**src/rtl/blit_pkg.sv**
```systemverilog
// blit_pkg: shared types and helpers for the blit address counter.
//   state_t  : controller states (IDLE, RUN)
//   DEF_AW   : default address width (multiple of 4)
//   DEF_LW   : default transfer-count width
//   sext8()  : sign-extends an 8-bit step to DEF_AW bits
package blit_pkg;

   typedef enum logic {
      IDLE = 1'b0,
      RUN  = 1'b1
   } state_t;

   localparam int DEF_AW = 16;
   localparam int DEF_LW = 10;

   function automatic logic [DEF_AW-1:0] sext8(input logic [7:0] inc);
      return {{(DEF_AW-8){inc[7]}}, inc};
   endfunction

endpackage

```
**src/rtl/blit_addr_counter_if.sv**
```systemverilog
// blit_addr_counter_if: bus between the transfer controller and the counter.
//   LOAD_ADDR/ADDR_IN : address load request and value
//   START/LEN_IN      : begin a run of LEN_IN steps
//   STEP/INC          : advance one step by signed 8-bit INC
//   ADDR/COUNT        : current address and remaining steps
//   BUSY/DONE/WRAP    : run active, completion pulse, sticky wrap
// master = controller side, slave = counter side.
interface blit_addr_counter_if
   import blit_pkg::*;
#(
   parameter int AW = DEF_AW,
   parameter int LW = DEF_LW
) ();

   logic          LOAD_ADDR;
   logic [AW-1:0] ADDR_IN;
   logic          START;
   logic [LW-1:0] LEN_IN;
   logic          STEP;
   logic [7:0]    INC;
   logic [AW-1:0] ADDR;
   logic [LW-1:0] COUNT;
   logic          BUSY;
   logic          DONE;
   logic          WRAP;

   modport master (
      output LOAD_ADDR, ADDR_IN, START, LEN_IN, STEP, INC,
      input  ADDR, COUNT, BUSY, DONE, WRAP
   );

   modport slave (
      input  LOAD_ADDR, ADDR_IN, START, LEN_IN, STEP, INC,
      output ADDR, COUNT, BUSY, DONE, WRAP
   );

endinterface

```
**src/rtl/blit_addr_counter_addr_adder.sv**
```systemverilog
// cla_nibble: 4-bit carry-lookahead adder cell.
//   a, b : operands   cin : carry in   s : sum   cout : carry out
module cla_nibble (
   input  logic [3:0] a,
   input  logic [3:0] b,
   input  logic       cin,
   output logic [3:0] s,
   output logic       cout
);

   logic [3:0] g, p, c;

   assign g = a & b;
   assign p = a ^ b;

   // All four internal carries are formed directly from g/p/cin so the
   // cell contributes two gate levels to the inter-nibble chain.
   assign c[0] = cin;
   assign c[1] = g[0] | (p[0] & cin);
   assign c[2] = g[1] | (p[1] & g[0]) | (p[1] & p[0] & cin);
   assign c[3] = g[2] | (p[2] & g[1]) | (p[2] & p[1] & g[0])
               | (p[2] & p[1] & p[0] & cin);
   assign cout = g[3] | (p[3] & g[2]) | (p[3] & p[2] & g[1])
               | (p[3] & p[2] & p[1] & g[0])
               | (p[3] & p[2] & p[1] & p[0] & cin);
   assign s    = p ^ c;

endmodule

// addr_adder: AW-bit combinational adder of AW/4 lookahead nibbles with the
// nibble carry rippling LSB to MSB.
//   X, Y : operands   CIN : carry in   Z : sum   COUT : carry out of top nibble
module addr_adder #(
   parameter int AW = 16
) (
   input  logic [AW-1:0] X,
   input  logic [AW-1:0] Y,
   input  logic          CIN,
   output logic [AW-1:0] Z,
   output logic          COUT
);

   localparam int NIB = AW / 4;

   logic [NIB:0] carry;

   assign carry[0] = CIN;

   for (genvar i = 0; i < NIB; i++) begin : g_nib
      cla_nibble u_nib (
         .a    (X[4*i +: 4]),
         .b    (Y[4*i +: 4]),
         .cin  (carry[i]),
         .s    (Z[4*i +: 4]),
         .cout (carry[i+1])
      );
   end

   assign COUT = carry[NIB];

endmodule

```
**src/rtl/blit_addr_counter.sv**
```systemverilog
// blit_addr_counter: registered address-stepping counter for block transfers.
//   MasterClock : sole clock, rising edge
//   RESET       : synchronous, active-high
//   bus         : slave side of blit_addr_counter_if (load/start/step in,
//                 ADDR/COUNT/BUSY/DONE/WRAP out)
// IDLE accepts LOAD_ADDR and START; RUN accepts STEP. Each step adds the
// sign-extended INC to ADDR and decrements COUNT; the last step returns to
// IDLE with a one-cycle DONE pulse.
module blit_addr_counter
   import blit_pkg::*;
#(
   parameter int AW = DEF_AW,
   parameter int LW = DEF_LW
) (
   input  logic MasterClock,
   input  logic RESET,
   blit_addr_counter_if.slave bus
);

   state_t        state_q, state_d;
   logic [AW-1:0] addr_q;
   logic [LW-1:0] count_q;
   logic          done_q;
   logic          wrap_q;

   logic [AW-1:0] inc_ext;
   logic [AW-1:0] addr_sum;
   logic          cout;
   logic          step_ok;
   logic          last_step;
   logic          start_ok;

   // Signed cast keeps the extension correct when AW differs from DEF_AW.
   assign inc_ext = AW'($signed(sext8(bus.INC)));

   addr_adder #(.AW(AW)) u_adder (
      .X    (addr_q),
      .Y    (inc_ext),
      .CIN  (1'b0),
      .Z    (addr_sum),
      .COUT (cout)
   );

   assign step_ok   = (state_q == RUN) && bus.STEP;
   assign last_step = step_ok && (count_q == LW'(1));
   assign start_ok  = (state_q == IDLE) && bus.START;

   // State register
   always_ff @(posedge MasterClock) begin
      if (RESET) state_q <= IDLE;
      else       state_q <= state_d;
   end

   // Next-state logic
   always_comb begin
      state_d = state_q;
      case (state_q)
         IDLE: if (bus.START && (bus.LEN_IN != '0)) state_d = RUN;
         RUN:  if (last_step)                       state_d = IDLE;
         default:                                   state_d = IDLE;
      endcase
   end

   // Output logic
   always_comb begin
      bus.BUSY = (state_q == RUN);
   end

   // Datapath registers
   always_ff @(posedge MasterClock) begin
      if (RESET) begin
         addr_q  <= '0;
         count_q <= '0;
         done_q  <= 1'b0;
         wrap_q  <= 1'b0;
      end else begin
         done_q <= 1'b0;
         if (state_q == IDLE) begin
            if (bus.LOAD_ADDR) addr_q <= bus.ADDR_IN;
            if (start_ok) begin
               wrap_q <= 1'b0;
               if (bus.LEN_IN != '0) count_q <= bus.LEN_IN;
               else                  done_q  <= 1'b1;
            end
         end else if (step_ok) begin
            addr_q  <= addr_sum;
            count_q <= count_q - LW'(1);
            // Carry out disagreeing with the step's sign means the address
            // crossed the 0 / 2^AW boundary in either direction.
            if (cout ^ bus.INC[7]) wrap_q <= 1'b1;
            if (last_step)         done_q <= 1'b1;
         end
      end
   end

   assign bus.ADDR  = addr_q;
   assign bus.COUNT = count_q;
   assign bus.DONE  = done_q;
   assign bus.WRAP  = wrap_q;

endmodule

```
**src/flat_wrapper.sv**
```systemverilog
// flat-port wrapper written by rule: the top's interface ports become plain ports
module blit_addr_counter_flat import blit_pkg::*;
#(
   parameter int AW = DEF_AW,
   parameter int LW = DEF_LW
)
  (MasterClock, RESET, bus_LOAD_ADDR, bus_ADDR_IN, bus_START, bus_LEN_IN, bus_STEP, bus_INC, bus_ADDR, bus_COUNT, bus_BUSY, bus_DONE, bus_WRAP);
  blit_addr_counter_if #(.AW(AW), .LW(LW)) bus_i ();
  input  logic MasterClock;
  input  logic RESET;
  input wire logic [$bits(bus_i.LOAD_ADDR)-1:0] bus_LOAD_ADDR;
  input wire logic [$bits(bus_i.ADDR_IN)-1:0] bus_ADDR_IN;
  input wire logic [$bits(bus_i.START)-1:0] bus_START;
  input wire logic [$bits(bus_i.LEN_IN)-1:0] bus_LEN_IN;
  input wire logic [$bits(bus_i.STEP)-1:0] bus_STEP;
  input wire logic [$bits(bus_i.INC)-1:0] bus_INC;
  output wire logic [$bits(bus_i.ADDR)-1:0] bus_ADDR;
  output wire logic [$bits(bus_i.COUNT)-1:0] bus_COUNT;
  output wire logic [$bits(bus_i.BUSY)-1:0] bus_BUSY;
  output wire logic [$bits(bus_i.DONE)-1:0] bus_DONE;
  output wire logic [$bits(bus_i.WRAP)-1:0] bus_WRAP;
  assign bus_i.LOAD_ADDR = bus_LOAD_ADDR;
  assign bus_i.ADDR_IN = bus_ADDR_IN;
  assign bus_i.START = bus_START;
  assign bus_i.LEN_IN = bus_LEN_IN;
  assign bus_i.STEP = bus_STEP;
  assign bus_i.INC = bus_INC;
  assign bus_ADDR = bus_i.ADDR;
  assign bus_COUNT = bus_i.COUNT;
  assign bus_BUSY = bus_i.BUSY;
  assign bus_DONE = bus_i.DONE;
  assign bus_WRAP = bus_i.WRAP;
  blit_addr_counter #(.AW(AW), .LW(LW)) u_core (.MasterClock(MasterClock), .RESET(RESET), .bus(bus_i));
endmodule
```
**config.mk**
```make
export PLATFORM = sky130hd
export DESIGN_NAME = blit_addr_counter_flat
export DESIGN_NICKNAME = d
export VERILOG_FILES = /design/src/rtl/blit_pkg.sv /design/src/rtl/blit_addr_counter_if.sv /design/src/rtl/blit_addr_counter_addr_adder.sv /design/src/rtl/blit_addr_counter.sv /design/src/flat_wrapper.sv
export SDC_FILE = /design/constraint.sdc
export NUM_CORES = 1
export LEC_CHECK = 0
export ABC_AREA = 1
export CAP_MARGIN = 10
export CORE_MARGIN = 2
export CORE_UTILIZATION = 47
export CTS_BUF_LIST = sky130_fd_sc_hd__clkbuf_16
export CTS_CLUSTER_DIAMETER = 120
export CTS_CLUSTER_SIZE = 12
export DETAILED_ROUTE_END_ITERATION = 8
export GPL_TIMING_DRIVEN = 0
export PLACE_DENSITY = 0.81
export SYNTH_ARGS = -nofsm -noshare
export SYNTH_HDL_FRONTEND = slang
export SYNTH_SLANG_ARGS = --single-unit
```
**constraint.sdc**
```tcl
create_clock -name MasterClock -period 2.6 [get_ports MasterClock]
set_input_delay 0.52 -clock MasterClock [delete_from_list [all_inputs] [get_ports MasterClock]]
set_output_delay 0.52 -clock MasterClock [all_outputs]
set_load 0.005 [all_outputs]
```
## Yosys cells after proc, flatten, opt, wreduce, memory -nomap -nowiden

Index checks and enable logic that the tools add are counted.

- Bits in registers: 29
- Bits of input ports: 39

- Equal/unequal tests: 3
- Bitwise operators: 107
- Reduce and logical (&&, ||, !) cells: 11
- Muxes and demuxes: 19
- $add $sub $neg: 1

Operators with widths:

| kind | count |
|---|---|
| 1-bit AND | 57 |
| 16-bit 2-to-1 mux | 3 |
| 10-bit 2-to-1 mux | 4 |
| 1-bit bitwise OR | 36 |
| 4-bit XOR | 8 |
| 4-bit AND | 4 |
| 1-bit 2-to-1 mux | 11 |
| 10-bit by 1-bit equality test with 1-bit output (second input constant) | 1 |
| 10-bit nonzero test | 1 |
| 10-bit by 1-bit subtractor with 10-bit output (second input constant) | 1 |
| 3-bit AND reduction | 2 |
| 2-bit nonzero test | 3 |
| 1-bit logical AND | 4 |
| 2-bit != test (second input constant) | 2 |
| 1-bit one-hot mux with 2 select lines | 1 |
| 2-bit AND reduction | 1 |
| 1-bit NOT | 1 |
| 1-bit XOR | 1 |

## Logic depth before layout (Yosys ltp)

Gate-level depths: netlist of run 1.

- Depth after elaboration: 15
- Gate-level depth with buffers: 15

## Hierarchy

From an unflattened synthesis of run 1, not the netlist that was laid out.

- Cell total of the unflattened synthesis: 346
- Area total of the unflattened synthesis: 2248.4 um^2

Modules (own cells, without submodules):

| module | sequential area each (um^2) | cells an instance | times used | area each (um^2) |
|---|---|---|---|---|
| blit_addr_counter | 580.6 | 234 | 1 | 1537.7 |
| cla_nibble at u_core.u_adder.g_nib[1].u_nib ... | 0.0 | 27 | 3 | 173.9 |
| cla_nibble at u_core.u_adder.g_nib[0].u_nib | 0.0 | 31 | 1 | 188.9 |

## Worst setup path after synthesis of run 1

No wires, ideal clock.

- Path type: in2reg
- From: input bus_INC[3]
- To: register u_core.addr_q[13], in the netlist u_core.bus.ADDR[13]
- Setup slack: 354 ps
- Required time: 2472 ps
- Arrival: 2118 ps
- Stages on the path: 13
- Cells stage by stage: ha_1 > or2_0 > nand2_1 > nand2_2 > nand2_2 > nand2_4 > nand2_4 > nand2_4 > fa_1 > a21oi_1 > o21ai_0 > o21ai_0 > a21oi_1

- Longest elaborated chain between the ends: 14
- Elaborated cells on any way between the ends: 19
- Those cells by class: mux (2); bitwise (17)

Ends and longest elaborated chain:

| item | RTL line | source |
|---|---|---|
| start, declared | flat_wrapper.sv:16 | `input wire logic [$bits(bus_i.INC)-1:0] bus_INC;` |
| 4-bit XOR | blit_addr_counter_addr_adder.sv:14 | `assign p = a ^ b;` |
| 1-bit AND, on equally long branches | blit_addr_counter_addr_adder.sv:23, blit_addr_counter_addr_adder.sv:24 |  |
| 1-bit bitwise OR (tied with other cells) | blit_addr_counter_addr_adder.sv:23 | `assign cout = g[3] \| (p[3] & g[2]) \| (p[3] & p[2] & g[1])` |
| 1-bit bitwise OR / 1-bit AND (equally long branches) | blit_addr_counter_addr_adder.sv:23, blit_addr_counter_addr_adder.sv:24 |  |
| 1-bit bitwise OR (*) | blit_addr_counter_addr_adder.sv:24 | `\| (p[3] & p[2] & p[1] & g[0])` |
| 1-bit AND (*) | blit_addr_counter_addr_adder.sv:25 | `\| (p[3] & p[2] & p[1] & p[0] & cin);` |
| 1-bit bitwise OR (*) | blit_addr_counter_addr_adder.sv:25 |  |
| 1-bit AND (*) | blit_addr_counter_addr_adder.sv:25 |  |
| 1-bit bitwise OR (*) | blit_addr_counter_addr_adder.sv:25 |  |
| 1-bit AND (*) | blit_addr_counter_addr_adder.sv:19 | `assign c[1] = g[0] \| (p[0] & cin);` |
| 1-bit bitwise OR (*) | blit_addr_counter_addr_adder.sv:19 |  |
| 4-bit XOR (*) | blit_addr_counter_addr_adder.sv:26 | `assign s = p ^ c;` |
| 16-bit 2-to-1 mux (*) | blit_addr_counter.sv:85 | `end else if (step_ok) begin` |
| 16-bit 2-to-1 mux (*) | blit_addr_counter.sv:78 | `if (state_q == IDLE) begin` |
| end signal, assigned | blit_addr_counter.sv:79 | `if (bus.LOAD_ADDR) addr_q <= bus.ADDR_IN;` |
| end signal, assigned | blit_addr_counter.sv:86 | `addr_q <= addr_sum;` |
| end, declared | blit_addr_counter.sv:21 | `logic [AW-1:0] addr_q;` |

Every way passes the cells marked *; elsewhere a longest branch is shown, timed or not. The select of a mux whose other input is x is not followed.
A chain may end at the register's enable or synchronous reset.

## Final worst setup path of run 1

Ends and elaborated chain as after synthesis.

==> metrics, run 1 <==
Antenna Cells 0; Avg Cell Area, Syn approximately 7.0 um^2; setup TNS 0 ns; area of the multi-input gates around 1500 um^2; Core ar. around 4400 um^2; Worst Setup End Kind flip-flop; Worst EP required 2.75 ns; first-pass GRT wire length between 10 and 15 mm; slew margin rel. between 60% and 70%; Cells on Worst Hold Path 2; syn nets 369; initial antenna violation count 0; final WL 6.24 mm; total gr overflow 0; Seq cells post-synth 29; Ys Warns 0; Port Buffer Count 67; Detailed Routing Iterations Pass 1 5; Post-DRT Antenna Nets 0; post-synth top area share ~27%; Top delay family on crit path simple AND/OR/NAND/NOR gates; Distinct cells, synth 35; cell accounting for the most synthesized area dfxtp_1; clk sink count 29; sequential cell area between 500 and 600 um^2; Die Wd 71.9 um; clock-pin slew on the worst setup and hold paths ~0.05 ns; largest net degree at the start of global routing 14; Post-CTS Setup Bufs 0; Min Clock Period, post-route approximately 2.5 ns; Detail Placement HPWL around 4.6 mm; Slew @ Worst Pin ~0.54 ns; Fillers 383; Seq/Total Area, Yosys 26.8%; R2R depth 14; Num CTS Buffers 5; Final Max Slew Viols 0; status completed; most common cell in the netlist nand2_1; Final Power 1.70 mW; clock root buffer clkbuf_16; Post-DP Area slightly below 3000 um^2; VDD IR max ~0.44 mV; EDFF count, synth 0; Post-CTS Resized 3; Placer Congestion roughly 0.91; Cell Area, Synth 2170 um^2; Hold-fix buffers, CTS 0; CTS H-tree depth 2; final period utilization between 90% and 100%; post-route design area around 3100 um^2; Die Height ~72 um; buffer and inverter count on the worst path 1; worst setup margin 0.0895 ns; CP Data Arrival Time 2.66 ns; DIE AREA 5170 um^2; layout cells sized above 1 between 9 and 10%; hold_ws 0.464 ns; Starting Density between 40% and 50%; drt wl/cell 14.3 um; top cells by area, synth dfxtp_1 (27%), nand2_1 (11%), ha_1 (10%), a21oi_1 (6.7%), o21ai_0 (6.5%); Avg Vias per Cell 5.57; LEAKAGE about 1.3 nW; PD cells ~550 nW/um^2; Final #Nets 443; CP max stage cell clkdlybuf4s50_1; Worst Hold Class flip-flop to flip-flop; crit path max fanout 4; I/O pin cnt 68; 1st-iter DRT viols 212; CTS max path bufs 2; Layout area overhead 41.4%; Commonest cells post-synth nand2_1 (64), nor2_1 (30), a21oi_1 (29), dfxtp_1 (29), o21ai_0 (28); Setup WS pre-CTS -0.679 ns; clk_skew around 0.0044 ns; crit path kind primary input to flip-flop; # DRC 0; CP cell instances clkdlybuf4s50_1 > ha_4 > or2_0 > nand2_1 > nand2_2 > nand2_2 > nand2_4 > nand2_4 > nand2_4 > fa_2 > a21oi_2 > o21ai_0 > o21ai_0 > a21oi_1; Post-synth ARST share 0%; CP startpoint kind primary input; CTS tree built; slowest stage delay, CP 0.52 ns; vias in the first global route 2323; max-cap viol count 0; Hold Vio Cnt, Final 0; Vias approximately 2.4k; CP Depth 14; clock latency on the worst-skew pair 0.28 ns; fmax approximately 400 MHz; cell count after synthesis between 300 and 400; Rows 24; final setup fails 0; GRT Overall Usage between 20% and 30%; Main synth FF type dfxtp_1; crit-path most repeated cell nand2_4
flip-flops by register name, summed over array words and instances, names as in the netlist:
name,flops
u_core.bus.ADDR,16
u_core.bus.BUSY,1
u_core.bus.COUNT,10
u_core.bus.DONE,1
u_core.bus.WRAP,1
worst reg2reg max path: stages (launching register included):
cell	delay, ns
dfxtp_1	0.33
ha_1	0.35
nand2_1	0.11
nand2_1	0.06
nand2_1	0.07
nand2_2	0.08
nand2_2	0.08
nand2_4	0.08
nand2_4	0.07
nand2_4	0.07
fa_2	0.37
a21oi_2	0.14
o21ai_0	0.09
o21ai_0	0.07
a21oi_1	0.08
placed cells by master (no fill, tap or decap), drive strengths merged, types with 3 or more instances in the layout:
master	count
ha	18
nor3	5
clkbuf	11
inv	22
o21ai	28
nand2	72
nand4	4
a21oi	31
fa	4
clkdlybuf4s50	66
nand3	22
dfxtp	29
xor2	7
o22ai	3
nor2	30
buf	6
a31oi	9
per-stage QoR:
| stage | instances | util, % |
|---|---|---|
| 2_1_floorplan | 308 | - |
| 3_3_place_gp | 427 | 66.2 |
| 3_5_place_dp | 427 | 66.2 |
| 4_1_cts | 435 | 69.5 |
| 5_1_grt | 435 | 69.9 |
| 6_report | 435 | 69.9 |
metal layers:
metal | share of wire [%] | global-route usage, % | vias up | routed length, um
li1 | - | - | 1203 | -
met2 | 47 | 42.9 | 114 | 2950
met5 | 0 | 0 | - | 0
met1 | 44 | 30.8 | 1098 | 2750
met3 | 7.3 | 4.44 | 9 | 454
met4 | 1.3 | 8.39 | 0 | 79
report_power, final:
group,switching [mW],internal [mW],leakage [nW]
sequential,0.0515,0.490,0.240
combinational,0.302,0.285,1.01
clock,0.218,0.350,0.0696
total,0.571,1.12,1.32
cell type report:
class	instances	share of cell area [%]
Multi-Input combinational cell	246	47.9
Timing Repair Buffer	67	21.7
Sequential cell	29	18.9
Clock buffer	5	4.08
Inverter	22	2.69
Tap cell	52	2.12
Buffer	11	1.96
Clock inverter	3	0.572
logic make-up (layout without fill, tap and decap cells):
group / after synthesis / after routing / synth area share, %
flops: 29 / 29 / 26.8
xor+xnor: 8 / 8 / 3.23
simple gates: 137 / 137 / 28.9
compound gates: 79 / 79 / 20.4
fa+ha+maj: 22 / 22 / 14.1
buf+inv: 33 / 108 / 6.58
final timing paths:
| path | from | to | slack, ns |
|---|---|---|---|
| hold / removal | u_core.bus.WRAP | u_core.bus.WRAP | 0.46 |
| setup reg to reg | u_core.bus.ADDR[2] | u_core.bus.ADDR[13] | 0.43 |
| setup / recovery | bus_INC[3] | u_core.bus.ADDR[13] | 0.09 |
| hold reg to reg | u_core.bus.WRAP | u_core.bus.WRAP | 0.46 |
Note: power is estimated with default switching activity, not from simulation.
==> inputs of run 2 (changes only) <==
- RECOVER_POWER: unset -> 25
==> run 2 against run 1 <==
Sequential share of layout area stayed put. Routed wire length hardly changed. First-iteration DRC count is 0.47% lower. Clock-buffer cell count stayed put. Clock power hardly changed. Cell area did not move. Maximum frequency barely moved. Sequential cell count unchanged. Clock skew is 0.0011 ns lower. Register-to-register slack hardly changed.
==> metrics, run 2 (synthesized netlist as in run 1, its figures left out) <==
crit path kind primary input to flip-flop; clock latency on the worst-skew pair 0.28 ns (about the same); setup TNS 0 ns (unchanged); Worst EP required 2.75 ns (about the same); Starting Density 49.4% (unchanged); Die Height 71.9 um (unchanged); CP max stage cell clkdlybuf4s50_1; clock root buffer clkbuf_16; VDD IR max 0.435 mV (-0.67%); Placer Congestion 0.910 (unchanged); Min Clock Period, post-route 2.51 ns (+0.00136 ns); Post-CTS Resized 3 (unchanged); I/O pin cnt 68 (unchanged); buffer and inverter count on the worst path 1 (unchanged); Rows 24 (unchanged); Antenna Cells 0 (unchanged); Final Max Slew Viols 0 (unchanged); Core ar. 4380 um^2 (unchanged); Detailed Routing Iterations Pass 1 5 (unchanged); sequential cell area 581 um^2 (unchanged); Hold Vio Cnt, Final 0 (unchanged); largest net degree at the start of global routing 14 (unchanged); status completed; CP startpoint kind primary input; final WL 6.24 mm (about the same); layout cells sized above 1 9.14% (unchanged); slowest stage delay, CP 0.52 ns (about the same); Detail Placement HPWL 4.57 mm (unchanged); fmax 398 MHz (about the same); clock-pin slew on the worst setup and hold paths 0.05 ns (about the same); most frequent cells in the layout nand2_1 (64), clkdlybuf4s50_1 (53), nor2_1 (29), dfxtp_1 (29); LEAKAGE 1.36 nW (+2.6%); final period utilization 96.6% (about the same); clk sink count 29 (unchanged); Layout area overhead 41.4% (unchanged); CTS max path bufs 2 (unchanged); 1st-iter DRT viols 211 (-0.47%); total gr overflow 0 (unchanged); CP Data Arrival Time 2.66 ns (about the same); PD cells 551 nW/um^2 (-0.43%); commonest non-fill, non-tap cell in the layout nand2_1; Top delay family on crit path simple AND/OR/NAND/NOR gates; vias in the first global route 2323 (unchanged); GRT Overall Usage 24.7% (unchanged); CP cell instances clkdlybuf4s50_1 > ha_4 > or2_0 > nand2_1 > nand2_2 > nand2_2 > nand2_4 > nand2_4 > nand2_4 > fa_2 > a21oi_2 > o21ai_0 > o21ai_0 > a21oi_1; crit path max fanout 4 (unchanged); DIE AREA 5170 um^2 (unchanged); initial antenna violation count 0 (unchanged); Post-CTS Setup Bufs 0 (unchanged); Post-DRT Antenna Nets 0 (unchanged); crit-path most repeated cell nand2_4; drt wl/cell 14.3 um (about the same); Port Buffer Count 67 (unchanged); Worst Hold Class flip-flop to flip-flop; CTS tree built; Worst Setup End Kind flip-flop; clk_skew 0.00328 ns (-0.00111 ns); Die Wd 71.9 um (unchanged); Hold-fix buffers, CTS 0 (unchanged); Vias 2448 (+0.99%); slew margin rel. 64.4% (+0.29 points); max-cap viol count 0 (unchanged); Final #Nets 443 (unchanged); Final Power 1.69 mW (-0.43%); area of the multi-input gates 1470 um^2 (unchanged); Avg Vias per Cell 5.63 (+0.99%); Slew @ Worst Pin 0.535 ns (-0.00434 ns); Num CTS Buffers 5 (unchanged); final setup fails 0 (unchanged); CTS H-tree depth 2 (unchanged); first-pass GRT wire length 10.1 mm (unchanged); # DRC 0 (unchanged); Fillers 383 (unchanged); flip-flop count of the largest register after layout 16 (unchanged)
[run 2: cell count changes in the layout (fill, tap and decap cells not counted), sizes merged]
cell / change
dlygate4sd3: +13
clkdlybuf4s50: -13
[run 2: final cells by class]
| class | count | area share (%) |
|---|---|---|
| well taps | 52 | 2.12 |
| multi-input cells | 246 | 47.9 |
| inverters | 22 | 2.69 |
| repair buffers | 67 | 21.7 |
| flip-flops and latches | 29 | 18.9 |
| clock inverters | 3 | 0.572 |
| plain buffers | 11 | 1.96 |
| clock buffers | 5 | 4.08 |
[run 2: worst register-to-register path: cells and delay by family, from the launching register on]
| kind | cells | cell delay, ns |
|---|---|---|
| and+or+nand+nor | 7 | 0.66 |
| adders and majority gates | 2 | 0.61 |
| DFF | 1 | 0.40 |
| AOI/OAI and AO/OA | 4 | 0.38 |
[run 2: path summary, 6_finish.rpt]
| kind | depth (start not counted) | end | from | slack (ns) |
|---|---|---|---|---|
| max reg2reg | 13 | u_core.bus.ADDR[13] | u_core.bus.ADDR[3] | 0.44 |
| min reg2reg | 2 | u_core.bus.WRAP | u_core.bus.WRAP | 0.46 |
| min | 2 | u_core.bus.WRAP | u_core.bus.WRAP | 0.46 |
| max | 14 | u_core.bus.ADDR[13] | bus_INC[3] | 0.09 |
[run 2: where the power goes]
part           internal (mW)  total (mW)  leakage [nW]  switching [mW]
combinational          0.279       0.581          1.05           0.303
sequential             0.490       0.541         0.240          0.0511
clock                  0.350       0.567        0.0696           0.217
total                   1.12        1.69          1.36           0.570
[run 2: through the flow]
stage          util [%]  cells  area (um^2)  setup WS, ns  hold slack [ns]
6_report           69.9    435         3060        0.0882            0.460
4_1_cts            69.5    435         3050        0.0215            0.466
5_1_grt            69.9    435         3060       -0.0254            0.497
2_1_floorplan         -    308         2170         0.354            0.460
3_3_place_gp       66.2    427         2900        -0.645            0.462
3_5_place_dp       66.2    427         2900        -0.679            0.459
[run 2: metal layers]
layer	part of all wire [%]	GRT usage (%)
met1	45	30.8
met2	47	42.9
met3	6.3	4.44
met4	1.7	8.39
met5	0	0
==> inputs of run 3 (changes only) <==
- CAP_MARGIN: 10 -> unset
- CORE_ASPECT_RATIO: unset -> 1.1
==> run 3 against run 2 <==
Cell area about the same. Sequential power about the same. Clock skew increased by 0.0015 ns. First-iteration DRC count increased by 22%. Routed wire length increased by 1.3%. Highest routed layer unchanged.
==> metrics, run 3 (synthesized netlist as in run 1, its figures left out) <==
status completed; Detail Placement HPWL 4.66 mm (+2.0%); crit path max fanout 4 (unchanged); initial antenna violation count 0 (unchanged); clock latency on the worst-skew pair 0.28 ns (about the same); worst setup margin 0.124 ns (+0.0361 ns); drt wl/cell 14.5 um (+0.87%); PD cells 544 nW/um^2 (-1.3%); total gr overflow 0 (unchanged); Fillers 399 (+4.2%); LEAKAGE 1.36 nW (about the same); 1st-iter DRT viols 257 (+22%); Post-DRT Antenna Nets 0 (unchanged); Min Clock Period, post-route 2.48 ns (-0.0361 ns); Final Max Slew Viols 0 (unchanged); buffer and inverter count on the worst path 1 (unchanged); crit-path most repeated cell nand2_4; Num CTS Buffers 5 (unchanged); reg-to-reg slack, setup 0.44 ns (about the same); Port Buffer Count 67 (unchanged); met3 usage 4.93% (+0.49 points); final setup fails 0 (unchanged); clock-pin slew on the worst setup and hold paths 0.05 ns (about the same); reg2reg end u_core.bus.ADDR[13]; CP Depth 14 (unchanged); Final #Nets 443 (unchanged); slew margin rel. 60.0% (-4.3 points); GRT busiest layer met2; Placer Congestion 0.891 (-2.1%); # DRC 0 (unchanged); CP max stage cell clkdlybuf4s50_1; final period utilization 95.2% (-1.4 points); Slew @ Worst Pin 0.599 ns (+0.0647 ns); dpl cells 429 (+0.47%); layout cells sized above 1 8.09% (-1.0 points); met1 Use GR 31.5% (+0.75 points); CTS H-tree depth 2 (unchanged); Layout area overhead 41.5% (about the same); CP Data Arrival Time 2.62 ns (-0.04 ns); final non-filler cell total 437 (+0.46%); largest net degree at the start of global routing 14 (unchanged); Util after Layout 70.0% (+0.11 points); RSZ-0062 raised after global routing no; clock root buffer clkbuf_16; Worst Setup EP u_core.bus.ADDR[13]; DIE AREA 5170 um^2 (about the same); CP startpoint kind primary input; CTS tree built; Die Wd 68.7 um (-4.4%); Hold-fix buffers, CTS 0 (unchanged); CTS max path bufs 2 (unchanged); Avg Vias per Cell 5.54 (-1.5%); I/O pin cnt 68 (unchanged); Vias 2423 (-1.0%); Hold Vio Cnt, Final 0 (unchanged); Top delay family on crit path simple AND/OR/NAND/NOR gates; most frequent cells in the layout nand2_1 (64), clkdlybuf4s50_1 (52), nor2_1 (30); CP startpoint bus_INC[3]; vias in the first global route 2281 (-1.8%); Final Power 1.67 mW (-1.2%); Setup WS pre-CTS -0.688 ns (-0.00861 ns); Die Height 75.2 um (+4.6%); Post-CTS Setup Bufs 0 (unchanged); max-cap viol count 0 (unchanged); flip-flop count of the largest register after layout 16 (unchanged); Starting Density 49.5% (+0.056 points); VDD IR max 0.312 mV (-28%); R2R depth 14 (+1); CP cell instances clkdlybuf4s50_1 > ha_4 > or2_0 > nand2_1 > nand2_2 > nand2_2 > nand2_4 > nand2_4 > nand2_4 > fa_2 > a21oi_1 > o21ai_0 > o21ai_0 > a21oi_1; GRT Overall Usage 25.6% (+0.98 points); Rows 25 (+4.2%); first-pass GRT wire length 9.97 mm (-1.6%); crit path kind primary input to flip-flop; Detailed Routing Iterations Pass 1 4 (-1); Worst Setup End Kind flip-flop; commonest non-fill, non-tap cell in the layout nand2_1; Antenna Cells 0 (unchanged); fmax 404 MHz (+1.5%); slowest stage delay, CP 0.50 ns (-0.02 ns); Worst EP required 2.74 ns (about the same); met2 Track Usage GR 42.9% (+0.047 points); final WL 6.32 mm (+1.3%); Worst Hold Class flip-flop to flip-flop; clk sink count 29 (unchanged); clk_skew 0.00481 ns (+0.00154 ns); RR Startpoint u_core.bus.ADDR[2]; Core ar. 4380 um^2 (-0.11%)
## run 3: worst min-delay path by stage
stage	start	end	slack, ns	cells after the start
after detailed placement	u_core.bus.WRAP	u_core.bus.WRAP	0.46	2
after global placement	u_core.bus.WRAP	u_core.bus.WRAP	0.46	2
after floorplan	u_core.bus.WRAP	u_core.bus.WRAP	0.46	2
after global routing	u_core.bus.WRAP	u_core.bus.WRAP	0.49	2
final	u_core.bus.WRAP	u_core.bus.WRAP	0.47	2
after CTS	u_core.bus.WRAP	u_core.bus.WRAP	0.47	2
## run 3: timing repair
action / 4_1_cts / 5_1_grt
endpoints found under the setup margin: 6 / 1
pin swaps: 0 / 0
resized for setup: 3 / 5
## run 3: metrics by stage
step	TNS, ns	hold WS, ns	area (um^2)
floorplan	0	0.460	2170
global placement	-3.21	0.460	2910
detailed placement	-3.27	0.464	2910
CTS	0	0.472	3040
global route	0	0.492	3070
finish	0	0.467	3070
## run 3: cell type report
type	instances	area, um^2	share of cell area (%)
well taps	54	67.6	2.20
clock buffers	5	125	4.08
clock inverters	3	12.5	0.408
repair buffers	67	666	21.7
inverters	22	82.6	2.69
plain buffers	11	60.1	1.96
flip-flops and latches	29	581	18.9
multi-input cells	246	1470	48.0
## run 3: routing by layer
metal / vias up / routed length [um]
met5: - / 0
met4: 0 / 82
met3: 10 / 421
met2: 93 / 3030
met1: 1116 / 2780
li1: 1204 / -
## run 3: report_power, final
| group | leakage (nW) | total [mW] | switching [mW] | internal, mW |
|---|---|---|---|---|
| Combinational | 1.05 | 0.581 | 0.303 | 0.278 |
| Clock | 0.0687 | 0.546 | 0.201 | 0.345 |
| Sequential | 0.240 | 0.541 | 0.0507 | 0.490 |
| Total | 1.36 | 1.67 | 0.554 | 1.11 |
## run 3: worst register-to-register path, stage by stage, from the launching register on
cell,delay [ns]
dfxtp_1,0.33
ha_1,0.35
nand2_1,0.11
nand2_1,0.06
nand2_1,0.08
nand2_2,0.08
nand2_2,0.08
nand2_4,0.07
nand2_4,0.07
nand2_4,0.07
fa_2,0.34
a21oi_1,0.15
o21ai_0,0.10
o21ai_0,0.08
a21oi_1,0.08
